[src/rtl/tablet_bottling_system.sv]
// rtl/tablet_bottling_system.sv - tablet counter with target-limited feed valve and running total
// A bottle fills until the keypad target is reached. All outputs are registered in one always_ff.
module tablet_bottling_system #(
  parameter int KEY_W   = 4,
  parameter int COUNT_W = 8,
  parameter int TOTAL_W = 16
) (
  input  logic               clk,
  input  logic               reset,
  input  logic               load_target_btn,
  input  logic [KEY_W-1:0]   keypad_in,
  input  logic               sensor_pulse,
  input  logic               new_bottle_signal,
  output logic               valve_close,
  output logic [COUNT_W-1:0] current_count,
  output logic [COUNT_W-1:0] target_limit,
  output logic [TOTAL_W-1:0] total_tablets
);

  typedef enum logic [1:0] {
    IDLE    = 2'd0,
    FILLING = 2'd1,
    FULL    = 2'd2
  } state_t;

  state_t             state;
  logic               sensor_q;
  logic               tablet_event;
  logic [COUNT_W-1:0] key_target;
  logic [COUNT_W-1:0] bottle_target;
  logic [COUNT_W-1:0] count_inc;
  logic [TOTAL_W-1:0] total_inc;

  assign tablet_event  = sensor_pulse & ~sensor_q;
  assign key_target    = {{(COUNT_W-KEY_W){1'b0}}, keypad_in};
  // A new bottle with a simultaneous load starts from the freshly keyed target.
  assign bottle_target = load_target_btn ? key_target : target_limit;
  assign count_inc     = (&current_count) ? current_count : current_count + 1'b1;
  assign total_inc     = (&total_tablets) ? total_tablets : total_tablets + 1'b1;

  always_ff @(posedge clk or negedge reset) begin
    if (!reset) begin
      state         <= IDLE;
      sensor_q      <= 1'b0;
      valve_close   <= 1'b1;
      current_count <= '0;
      target_limit  <= '0;
      total_tablets <= '0;
    end else begin
      sensor_q <= sensor_pulse;
      if (new_bottle_signal) begin
        current_count <= '0;
        target_limit  <= bottle_target;
        if (bottle_target == '0) begin
          state       <= IDLE;
          valve_close <= 1'b1;
        end else begin
          state       <= FILLING;
          valve_close <= 1'b0;
        end
      end else if (load_target_btn) begin
        target_limit <= key_target;
        if (key_target == '0) begin
          state       <= IDLE;
          valve_close <= 1'b1;
        end else if (current_count >= key_target) begin
          state       <= FULL;
          valve_close <= 1'b1;
        end else begin
          state       <= FILLING;
          valve_close <= 1'b0;
        end
      end else if (tablet_event && state == FILLING) begin
        current_count <= count_inc;
        total_tablets <= total_inc;
        // The valve closes on the same edge that records the final tablet.
        if (count_inc >= target_limit) begin
          state       <= FULL;
          valve_close <= 1'b1;
        end
      end
    end
  end

endmodule

[config.mk]
export PLATFORM = sky130hd
export DESIGN_NAME = tablet_bottling_system
export DESIGN_NICKNAME = d
export VERILOG_FILES = /design/src/rtl/tablet_bottling_system.sv
export SDC_FILE = /design/constraint.sdc
export NUM_CORES = 1
export LEC_CHECK = 0
export ABC_AREA = 1
export CAP_MARGIN = 20
export CORE_ASPECT_RATIO = 0.7
export CORE_MARGIN = 5
export CORE_UTILIZATION = 57
export DETAILED_ROUTE_END_ITERATION = 12
export PLACE_DENSITY = 0.95
export SLEW_MARGIN = 20
export SYNTH_ARGS = -nofsm -noshare
export SYNTH_HDL_FRONTEND = slang
export SYNTH_SLANG_ARGS = --single-unit
[constraint.sdc]
create_clock -name clk -period 6.27 [get_ports clk]
set_input_delay 1.254 -clock clk [delete_from_list [all_inputs] [get_ports clk]]
set_output_delay 1.254 -clock clk [all_outputs]
set_load 0.05 [all_outputs]
---- Yosys cells after proc, flatten, opt, wreduce, memory -nomap -nowiden ----
Index checks and enable logic that the tools add are counted.
storage, ports and cells
  bits in writable memories ............... 0
  register bits after elaboration ......... 36
  memories ................................ 0
  latch bits .............................. 0
  ROM bits ................................ 0
  output and inout port bits .............. 33
operators by class
  shift-type cells ........................ 0
  eq/ne operators ......................... 2
  div/mod/pow operators ................... 0
  mux-type cells .......................... 19
  bitwise gates (word level) .............. 5
  reduce and logical (&&, ||, !) cells .... 11
  order comparisons ....................... 2
  add/subtract/negate cells ............... 2
  multipliers ............................. 0
operators by type and width
  cell                     count
  $mux W8                  5
  $add A16 B1 Y16 const B  1
  $logic_not A8 Y1         2
  $reduce_and A16 Y1       1
  $mux W2                  6
  $add A8 B1 Y8 const B    1
  $ge A8 B4 Y1             1
  $ge A8 B8 Y1             1
  $mux W1                  8
  $reduce_and A8 Y1        1
  $reduce_bool A3 Y1       2
  $not A1 Y1               4
  $reduce_and A2 Y1        2
  $reduce_and A4 Y1        1
  $eq A2 B1 Y1 const B     1
  $ne A2 B1 Y1 const B     1
  $reduce_bool A2 Y1       1
  $and A1 B1 Y1            1
  $logic_and A1 B1 Y1      1

---- Logic depth before layout (Yosys ltp) ----
Gate-level depths: netlist of run 1.
  word-level depth ........................ 7
  mapped depth ............................ 18
  mapped depth without buffers ............ 18

---- Least setup slack after synthesis of run 1 ----
Ideal clock, no wire load.
  kind .................................... reg-to-reg
  start ................................... reg current_count[1]
  end ..................................... reg state[1]
  slack ................................... 3736 ps
  arrival ................................. 2417 ps
  cell stages (with the launch flop) ...... 19
  data required time ...................... 6154 ps
  buffers on the path ..................... 0
  path through ............................ dfrtp_1 > ha_1 > nand3_1 > nor2_1 > nand2_1 > nand2_1 > xor2_1 > inv_1 > ha_1 > nand2_1 > nor2_1 > nor2_1 > nand2_1 > nand2_1 > nand2_1 > nand2_1 > nand2_1 > nand2_1 > nand2_1
between the ends
  word-level cells in the longest chain between the ends .. 5
  elaborated cells on any way between the ends .. 11
  classes of those cells .................. add/sub (1); order compare (2); mux (5); reduce/logical (3)
ends and longest elaborated chain
  what                                                            line    RTL
  start, declared                                                 15      output logic [COUNT_W-1:0] current_count,
  start signal, assigned                                          74      current_count <= count_inc;
  $add A8 B1 Y8, or another cell as far along                     38      assign count_inc = (&current_count) ? current_count : current_count + 1'b1;
  $mux W8 or $mux W2 (tied branches)                              38, 66
  $ge A8 B8 Y1 or $mux W2 (tied branches)                         77, 63
  $reduce_bool A3 Y1 (no source line) or $mux W2 (tied branches)  -
  $reduce_and A2 Y1 (no source line) or $mux W2 (tied branches)   -
  end signal, assigned                                            43      state <= IDLE;
  end signal, assigned                                            55      state <= IDLE;
  end signal, assigned                                            78      state <= FULL;
  end, declared                                                   26      state_t state;
Parallel ways exist; a longest one is shown, timed or not.
A chain may end at the register's enable or synchronous reset.

---- Worst setup path after layout of run 1 ----
  start ................................... reg valve_close
  end ..................................... out valve_close
RTL lines
  what                    line  RTL
  start, declared         14    output logic valve_close,
  start signal, assigned  45    valve_close <= 1'b1;
  start signal, assigned  56    valve_close <= 1'b1;
  start signal, assigned  59    valve_close <= 1'b0;
No word-level cell between the ends.

==> out/metrics.cfg, run 1 <==
[placed_design]
hpwl_um=4198
place_ws_ns=3.312
io_buffers=41
place_area_mm2=0.002796
place.gp.congestion=0.9098

[sta]
fin_crit_sh_pct=45.72
fmax_mhz=348.8
hold_violations=0
tightest_slew_ns=0.6717
timing.setup.tns_ns=0
rsz0062_at_grt=false
layout_setup_ws_ns=3.403
fin_skew_ns=0.007658
slew-limit-headroom_pct=54.88
slew_violations=0
setup_viol=0
final.min_clock_period_ns=2.867

[floorplan]
pin_count=42
die_w_um=86.66
initial_core_util_pct=59.42
core_mm2=0.003946
dieArea_mm2=0.005517
die_height_um=63.66
std_cell_rows=19

[synthesis]
yosysTopAreaCell=dfrtp_1
synth_edf_count=0
ys_ff_latch=36
syn_area_per_cell_um2=7.444
synth_area_leaders=dfrtp_1 37%, nand2_1 17%, inv_1 8.3%
yosysWarningCount=0
synth_nets=338
synth_top_area_share_pct=37.35
synthCells=315
synth_flop_cell=dfrtp_1
seq_area_frac_synth_pct=38.47
syn_area_mm2=0.002345
synthArstFlopShare_pct=100.0
ys_types=26

[min_path]
hp-start=state[1]$_DFFE_PN0P_
hold_class=reg -> reg

[routing]
wire_per_inst_um=13.00
met3_length_um=493
vias_per_cell=5.227
routed-wl-met2_um=2309
vias=2169
routed_wirelength_um=5394
ant_nets=0
drt-pass1-iter-count=5
route.detailed.drc=0
met1Wirelength_um=2534
drt-initial-drc-count=194
top_layer=met4

[layout]
post-route-util_pct=72.92
fillCellCount=295
drive_gt1_share_pct=7.438
final_common_cell=nand2_1
nets=385
diodes=0
design_area_mm2=0.002878
syn2layout_area_growth_pct=22.73
layout_common_cells=109 x nand2_1, 52 x inv_1, 41 x clkdlybuf4s50_1

[critical_path]
critPathSlowestCell=clkdlybuf4s50_1
r2r_start=current_count[1]$_DFFE_PN0P_
cp_max_fo=2
critical_path_class=reg -> out
critical_path.top_delay_family=buffers and inverters
end_kind=output pin
required_ns=5.02
startpoint=valve_close$_DFFE_PN1P_
slowest_delay_ns=0.80
crit_chain=clkdlybuf4s50_1
arrival_ns=1.61
cp-start-kind=flip-flop
crit_buf_inv=1

[cts]
clkLatencyLatePin_ns=0.29
post-cts-setup-buffers=0
cts_max_level=2
clock-sinks=36
path_clk_slew_ns=0.06
tritoncts=yes
cts_buffers=5
cts_root_buf=clkbuf_8
cts_hold_buf=0
cts_buffer_depth=2
cts_resized=0

[global_routing]
grt_remaining_overflow=0
antenna_found_initial=0
grt_pass1_vias=1902
grt_max_degree=37
grt_use_total_pct=20.67
grt_pass1_wl_um=8935

[flow_run]
cap_violations=0

[pwr]
power_density_mw_per_mm2=254.5
max-vdd-ir-drop_mv=0.3003
leakage_nw=1.479
total_power_mw=0.7324

[run_status]
status=complete, no violations

-- cells in the mapped netlist, drive strengths merged (2+ instances only) --
cell type,n
dfrtp,35
o22ai,3
inv,54
xor2,8
ha,14
o21ai,17
xnor2,5
buf,2
nand4,5
nor2,28
a21oi,3
nor3,6
o21a,3
nand3,17
nand2,113
-- report_power, final --
| group | internal, mW | total, mW | switching [mW] |
|---|---|---|---|
| Combinational | 0.0919 | 0.274 | 0.182 |
| Sequential | 0.263 | 0.299 | 0.0355 |
| Clock | 0.0779 | 0.160 | 0.0818 |
| Total | 0.433 | 0.732 | 0.299 |
-- path summary, 6_finish.rpt --
path | to | slack [ns] | cells past startpoint
max | valve_close | 3.40 | 1
min | state[1]$_DFFE_PN0P_ | 0.49 | 2
max reg2reg | state[1]$_DFFE_PN0P_ | 3.69 | 17
min reg2reg | state[1]$_DFFE_PN0P_ | 0.49 | 2
max in group asynchronous | valve_close$_DFFE_PN1P_ | 4.55 | 2
min in group asynchronous | target_limit[2]$_DFF_PN0_ | 1.38 | 2
-- per-layer routing --
metal / vias to the layer above / global-route usage, %
li1: 1075 / -
met1: 971 / 29.89
met2: 113 / 29.20
met3: 10 / 6.250
met4: 0 / 6.809
met5: - / 0
-- cell families after synthesis --
| family | after synthesis | share of synthesized area (%) |
|---|---|---|
| AOI/OAI and AO/OA | 27 | 7.684 |
| xor gates and xnor gates | 13 | 4.856 |
| adders and majority gates | 14 | 7.471 |
| buffers and inverters | 56 | 10.19 |
| DFF | 36 | 38.47 |
| and+or+nand+nor | 169 | 31.32 |
-- state kept, by name (all words and copies together), names as in the netlist --
name	flops
sensor_q	1
target_limit	8
state	2
total_tablets	16
current_count	8
valve_close	1
-- metrics by stage --
step / instances / hold WS [ns]
2_1_floorplan: 315 / 0.4422
4_1_cts: 415 / 0.4881
5_1_grt: 415 / 0.4989
3_5_place_dp: 407 / 0.4714
6_report: 415 / 0.4864
3_3_place_gp: 407 / 0.4594
-- area by class of cell --
class	instances	area (um2)	share of cell area [%]
Clock buffer	7	76.32	2.652
Clock inverter	1	5.005	0.1739
Inverter	54	207.7	7.217
Multi-Input combinational cell	223	1204	41.83
Sequential cell	36	902.1	31.35
Tap cell	52	65.06	2.261
Timing Repair Buffer	42	417.9	14.52
Power figures use the tool's default switching activity.
==> inputs of run 2 (changes only) <==
CORE_UTILIZATION = 53   (was 57)
PLACE_DENSITY = 0.9   (was 0.95)
clock period = 2.7 ns   (was 6.27 ns; I/O delays follow)
==> run 2 against run 1 <==
Net effect: routed wire length grew 1.1%; hold slack lost 0.0086 ns; highest routed layer unchanged; final cell count grew 0.72%; cell area grew 0.43%; flip-flop and latch count is the same; die area grew 6.5%; non-clock buffer count is the same; setup slack lost 3.2 ns; via count shrank 2.1%; sequential share of layout area shrank 0.14 points.
==> out/metrics.cfg, run 2 (synthesis results as in run 1) <==
[run_status]
status=complete, no violations

[critical_path]
critical_path.top_delay_family=simple AND/OR/NAND/NOR gates
crit_buf_inv=1  ; unchanged
cp-start-kind=flip-flop
cp_common_cell=nand2_1
crit_chain=ha_1, nand3_1, nor2_1, nand2_2, nand2_1, xor2_1, inv_1, ha_1, a21oi_1, o21a_1, nand2_1, nand2_1, nand2_1, nand2_1, nand2_1
end_kind=flip-flop
critPathSlowestCell=dfrtp_1
slowest_delay_ns=0.42  ; -0.38 ns
required_ns=2.89  ; -2.13 ns
critical_path_class=reg -> reg
arrival_ns=2.67  ; +1.06 ns
cp_max_fo=6  ; +4

[routing]
vias_per_cell=5.081  ; -2.8%
wire_per_inst_um=13.04  ; +0.33%
drt-pass1-iter-count=5  ; unchanged
ant_nets=0  ; unchanged
routed_wirelength_um=5451  ; +1.1%
vias=2124  ; -2.1%
route.detailed.drc=0  ; unchanged
drt-initial-drc-count=142  ; -27%

[layout]
reg_top3=total_tablets (16), current_count (8), target_limit (8)
layout_common_cells=108 x nand2_1, 52 x inv_1, 41 x clkdlybuf4s50_1
design_area_mm2=0.002890  ; +0.43%
nets=385  ; unchanged
largest_reg_flops=16  ; unchanged
drive_gt1_share_pct=8.264  ; +0.83 points
final_common_cell=nand2_1
diodes=0  ; unchanged
regMostFlops=total_tablets
post-route-util_pct=67.15  ; -5.8 points
syn2layout_area_growth_pct=23.27

[sta]
fin_crit_sh_pct=91.83
fmax_mhz=403.3
final.min_clock_period_ns=2.479
hold_violations=0  ; unchanged
tightest_slew_ns=0.6130  ; -0.05868 ns
slew_violations=0  ; unchanged
timing.setup.tns_ns=0  ; unchanged
fin_skew_ns=0.004671  ; -0.002987 ns
setup_viol=0  ; unchanged
slew-limit-headroom_pct=58.82  ; +3.9 points

[min_path]
hold_class=reg -> reg

[cts]
cts_buffer_depth=2  ; unchanged
path_clk_slew_ns=0.08  ; +0.02 ns
cts_max_level=2  ; unchanged
cts_root_buf=clkbuf_8
clkLatencyLatePin_ns=0.29  ; about the same
tritoncts=yes
clock-sinks=36  ; unchanged
cts_hold_buf=0  ; unchanged
cts_buffers=5  ; unchanged
post-cts-setup-buffers=0  ; unchanged

[pwr]
seqPwrFrac_pct=40.5  ; -0.3 points
combPwrFrac_pct=37.2  ; -0.2 points
max-vdd-ir-drop_mv=0.7206  ; +140%
total_power_mw=1.715  ; +130%
p_int_mw=1.004  ; +130%
netSwitchingFraction_pct=41.47  ; +0.59 points
leakage_nw=1.486  ; +0.45%
power_density_mw_per_mm2=593.4  ; +130%
clkPwrFrac_pct=22.3  ; +0.5 points
p_sw_mw=0.7113  ; +140%

[global_routing]
grt_pass1_vias=1985  ; +4.4%
grt_use_total_pct=19.79  ; -0.88 points
grt_pass1_wl_um=9087  ; +1.7%
grt_remaining_overflow=0  ; unchanged
grt_max_degree=37  ; unchanged
use_met2_pct=30.88  ; +1.7 points
use_met1_pct=28.37  ; -1.5 points
grt.busiest_layer=met2
met3_usage_pct=4.261  ; -2.0 points
antenna_found_initial=0  ; unchanged

[floorplan]
dieArea_mm2=0.005876  ; +6.5%
die_height_um=65.65  ; +3.1%
die_w_um=89.50  ; +3.3%
core_mm2=0.004304  ; +9.1%
initial_core_util_pct=54.48  ; -4.9 points
pin_count=42  ; unchanged
std_cell_rows=20  ; +1

[placed_design]
io_buffers=41  ; unchanged
place_area_mm2=0.002800  ; +0.13%
place.gp.congestion=0.8800  ; -3.3%
hpwl_um=4288  ; +2.1%

[flow_run]
cap_violations=0  ; unchanged

## run 2: power groups by stage
| stage | sequential (mW) | clock (mW) | combinational [mW] |
|---|---|---|---|
| after global placement | 0.702 | 0 | 0.628 |
| after floorplan | 0.922 | 0 | 0.209 |
| after detailed placement | 0.706 | 0 | 0.638 |
| final | 0.694 | 0.383 | 0.638 |
| after global routing | 0.708 | 0.410 | 0.688 |
| after CTS | 0.695 | 0.385 | 0.643 |
## run 2: what timing repair did
item                       4_1_cts  5_1_grt
hold endpoints to repair         0        0
resized for setup                0        1
setup endpoints to repair        0        3
## run 2: layout make-up
cell class / instances / area, um2
multi-input cells: 223 / 1206
fillers: 346 / 1414
clock inverters: 3 / 18.77
inverters: 54 / 207.7
flip-flops and latches: 36 / 902.1
well taps: 55 / 68.82
repair buffers: 42 / 417.9
clock buffers: 5 / 68.82
## run 2: tightest hold or removal path, cell delays in order (launching register included)
cell	delay, ns
dfstp_2	0.37
nand2_1	0.05
nand2_1	0.05
## run 2: stage by stage
stage | setup WS, ns | hold slack (ns) | instances
after detailed placement | 0.2661 | 0.4657 | 410
final | 0.2207 | 0.4778 | 418
after global placement | 0.4135 | 0.4582 | 410
after CTS | 0.2237 | 0.4854 | 418
after global routing | -0.02380 | 0.5056 | 418
after floorplan | 0.1664 | 0.2444 | 315
## run 2: worst paths after layout
path,startpoint,endpoint,slack [ns],cells past startpoint
max,current_count[1]$_DFFE_PN0P_,state[1]$_DFFE_PN0P_,0.22,15
max reg2reg,current_count[1]$_DFFE_PN0P_,state[1]$_DFFE_PN0P_,0.22,15
min,valve_close$_DFFE_PN1P_,valve_close$_DFFE_PN1P_,0.48,2
max in group asynchronous,reset,valve_close$_DFFE_PN1P_,1.71,2
min reg2reg,valve_close$_DFFE_PN1P_,valve_close$_DFFE_PN1P_,0.48,2
min in group asynchronous,reset,target_limit[1]$_DFF_PN0_,0.65,2
## run 2: routing by layer
| metal | share of wire, % | vias to the layer above |
|---|---|---|
| met5 | 0 | - |
| met4 | 0.88 | 0 |
| met3 | 7.7 | 8 |
| met2 | 45 | 93 |
| met1 | 46 | 952 |
| li1 | - | 1071 |
==> inputs of run 3 (changes only) <==
REMOVE_ABC_BUFFERS = 1   (was not set)
==> run 3 against run 2 <==
Net effect: via count rose by 5.3%; utilization rose by 1.8 points; combinational power rose by 2%; clock power rose by 39%; highest routed layer unchanged; global-route usage rose by 2.6 points; critical path type unchanged.
==> out/metrics.cfg, run 3 (synthesis results as in run 1) <==
[critical_path]
crit_chain=ha_1, nand3_1, nor2_2, nand2_2, nand2_1, xor2_1, inv_1, ha_1, nand2_1, nor2_1, nor2_1, nand2_1, nand2_1, nand2_1, nand2_1, nand2_1, nand2_1, nand2_1
required_ns=2.90  ; about the same
critPathSlowestCell=dfrtp_1
reg2reg_slack_ns=0.24  ; +0.02 ns
end_kind=flip-flop
critical_path_class=reg -> reg
cp_common_cell=nand2_1
arrival_ns=2.66  ; about the same
cp_max_fo=6  ; unchanged
cp-start-kind=flip-flop
slowest_delay_ns=0.41  ; about the same

[cts]
cts_buffers=5  ; unchanged
clock-sinks=36  ; unchanged
path_clk_slew_ns=0.07  ; about the same
cts_root_buf=clkbuf_8
clkLatencyLatePin_ns=0.30  ; about the same
cts_max_level=2  ; unchanged
cts_hold_buf=0  ; unchanged
tritoncts=yes
cts_buffer_depth=2  ; unchanged

[pwr]
combPwrFrac_pct=34.5  ; -2.7 points
total_power_mw=1.879  ; +9.6%
p_sw_mw=0.7255  ; +2.0%
max-vdd-ir-drop_mv=0.4361  ; -39%
seqPwrFrac_pct=37.2  ; -3.3 points
power_density_mw_per_mm2=633.0  ; +6.7%
p_int_mw=1.154  ; +15%
clkPwrFrac_pct=28.3  ; +6.0 points
netSwitchingFraction_pct=38.60  ; -2.9 points
leakage_nw=1.529  ; +2.9%

[routing]
drt-pass1-iter-count=5  ; unchanged
route.detailed.drc=0  ; unchanged
wire_per_inst_um=14.64  ; +12%
ant_nets=0  ; unchanged
vias=2237  ; +5.3%
drt-initial-drc-count=249  ; +75%
vias_per_cell=5.288  ; +4.1%
routed_wirelength_um=6192  ; +14%

[flow_run]
cap_violations=0  ; unchanged

[floorplan]
initial_core_util_pct=54.48  ; unchanged
die_w_um=89.50  ; unchanged
die_height_um=65.65  ; unchanged
pin_count=42  ; unchanged
std_cell_rows=20  ; unchanged
dieArea_mm2=0.005876  ; unchanged
core_mm2=0.004304  ; unchanged

[sta]
hold_violations=0  ; unchanged
timing.setup.tns_ns=0  ; unchanged
fin_skew_ns=0.004416  ; -0.0002544 ns
fin_crit_sh_pct=91.09  ; -0.74 points
fmax_mhz=406.6  ; +0.81%
slew_violations=0  ; unchanged
tightest_slew_ns=0.5332  ; -0.07978 ns
slew-limit-headroom_pct=64.18  ; +5.4 points
setup_viol=0  ; unchanged
final.min_clock_period_ns=2.459  ; -0.02002 ns
whs_ns=0.4763  ; -0.001454 ns

[layout]
largest_reg_flops=16  ; unchanged
layout_common_cells=108 x nand2_1, 52 x inv_1, 41 x clkdlybuf4s50_1
multiInputGateArea_mm2=0.001209  ; +0.21%
nets=390  ; +1.3%
reg_top3=total_tablets (16), current_count (8), target_limit (8)
fillCellCount=330  ; -4.6%
diodes=0  ; unchanged
drive_gt1_share_pct=9.783  ; +1.5 points
regArea_um2=902.1  ; unchanged
final_common_cell=nand2_1
regMostFlops=total_tablets
syn2layout_area_growth_pct=26.63

[global_routing]
grt_use_total_pct=22.39  ; +2.6 points
grt_pass1_vias=2094  ; +5.5%
grt_max_degree=37  ; unchanged
grt_remaining_overflow=0  ; unchanged
antenna_found_initial=0  ; unchanged
grt_pass1_wl_um=9970  ; +9.7%

[placed_design]
hpwl_um=4479  ; +4.5%
place.gp.congestion=0.9502  ; +8.0%
io_buffers=41  ; unchanged

[min_path]
hold_class=reg -> reg

[run_status]
status=complete, no violations

run 3: cell types whose count changed in the layout (fill, tap and decap cells not counted):
cell,before,now
clkinv_2,2,0
clkbuf_8,5,7
bufinv_16,0,1
buf_4,1,6
nor2_2,0,1
nor2_1,27,26
clkinv_4,1,0
run 3: metal layers:
layer	wire length (um)	up-vias	global-route usage, %
met3	420	22	4.386
met4	191	0	9.294
met1	2714	1026	31.00
met5	0	-	0
li1	-	1081	-
met2	2865	108	34.01
run 3: final timing paths:
kind | to | cells past startpoint | startpoint
max in group asynchronous | valve_close$_DFFE_PN1P_ | 2 | reset
worst min register to register | valve_close$_DFFE_PN1P_ | 2 | valve_close$_DFFE_PN1P_
worst min-delay path | valve_close$_DFFE_PN1P_ | 2 | valve_close$_DFFE_PN1P_
worst max register to register | state[1]$_DFFE_PN0P_ | 18 | current_count[0]$_DFFE_PN0P_
worst max-delay path | state[1]$_DFFE_PN0P_ | 18 | current_count[0]$_DFFE_PN0P_
min in group asynchronous | total_tablets[11]$_DFFE_PN0P_ | 2 | reset
run 3: final cells by class:
type,count,share of cell area [%]
flip-flops and latches,36,30.38
repair buffers,47,15.34
multi-input cells,223,40.71
clock inverters,1,1.011
inverters,54,6.995
clock buffers,7,3.245
well taps,55,2.318
run 3: stage by stage:
step                      worst slack, ns  cell area, um2  util (%)  cells
after global placement             0.4252            2808     65.23    411
after detailed placement           0.2396            2808     65.23    411
final                              0.2407            2969     68.98    423
after global routing             -0.06510            2969     68.98    423
after floorplan                    0.1664            2313         -    313
after CTS                          0.2100            2934     68.17    419
run 3: power groups by stage:
stage               sequential (mW)  combinational [mW]  clock, mW
floorplan                     0.922               0.205          0
global placement              0.704               0.628          0
detailed placement            0.707               0.647          0
CTS                           0.698               0.649      0.538
global route                  0.710               0.699      0.566
finish                        0.699               0.648      0.533
run 3: worst max-delay path: cells and delay by family (launching register included):
kind          cells  cell delay (ns)
simple gates     14             1.22
fa+ha+maj         2             0.46
flops             1             0.41
buf+inv           1             0.07
xor+xnor          1             0.21
run 3: what timing repair did:
item	CTS	global route
resized for setup	0	2
setup endpoints to repair	0	3
setup buffers	0	4
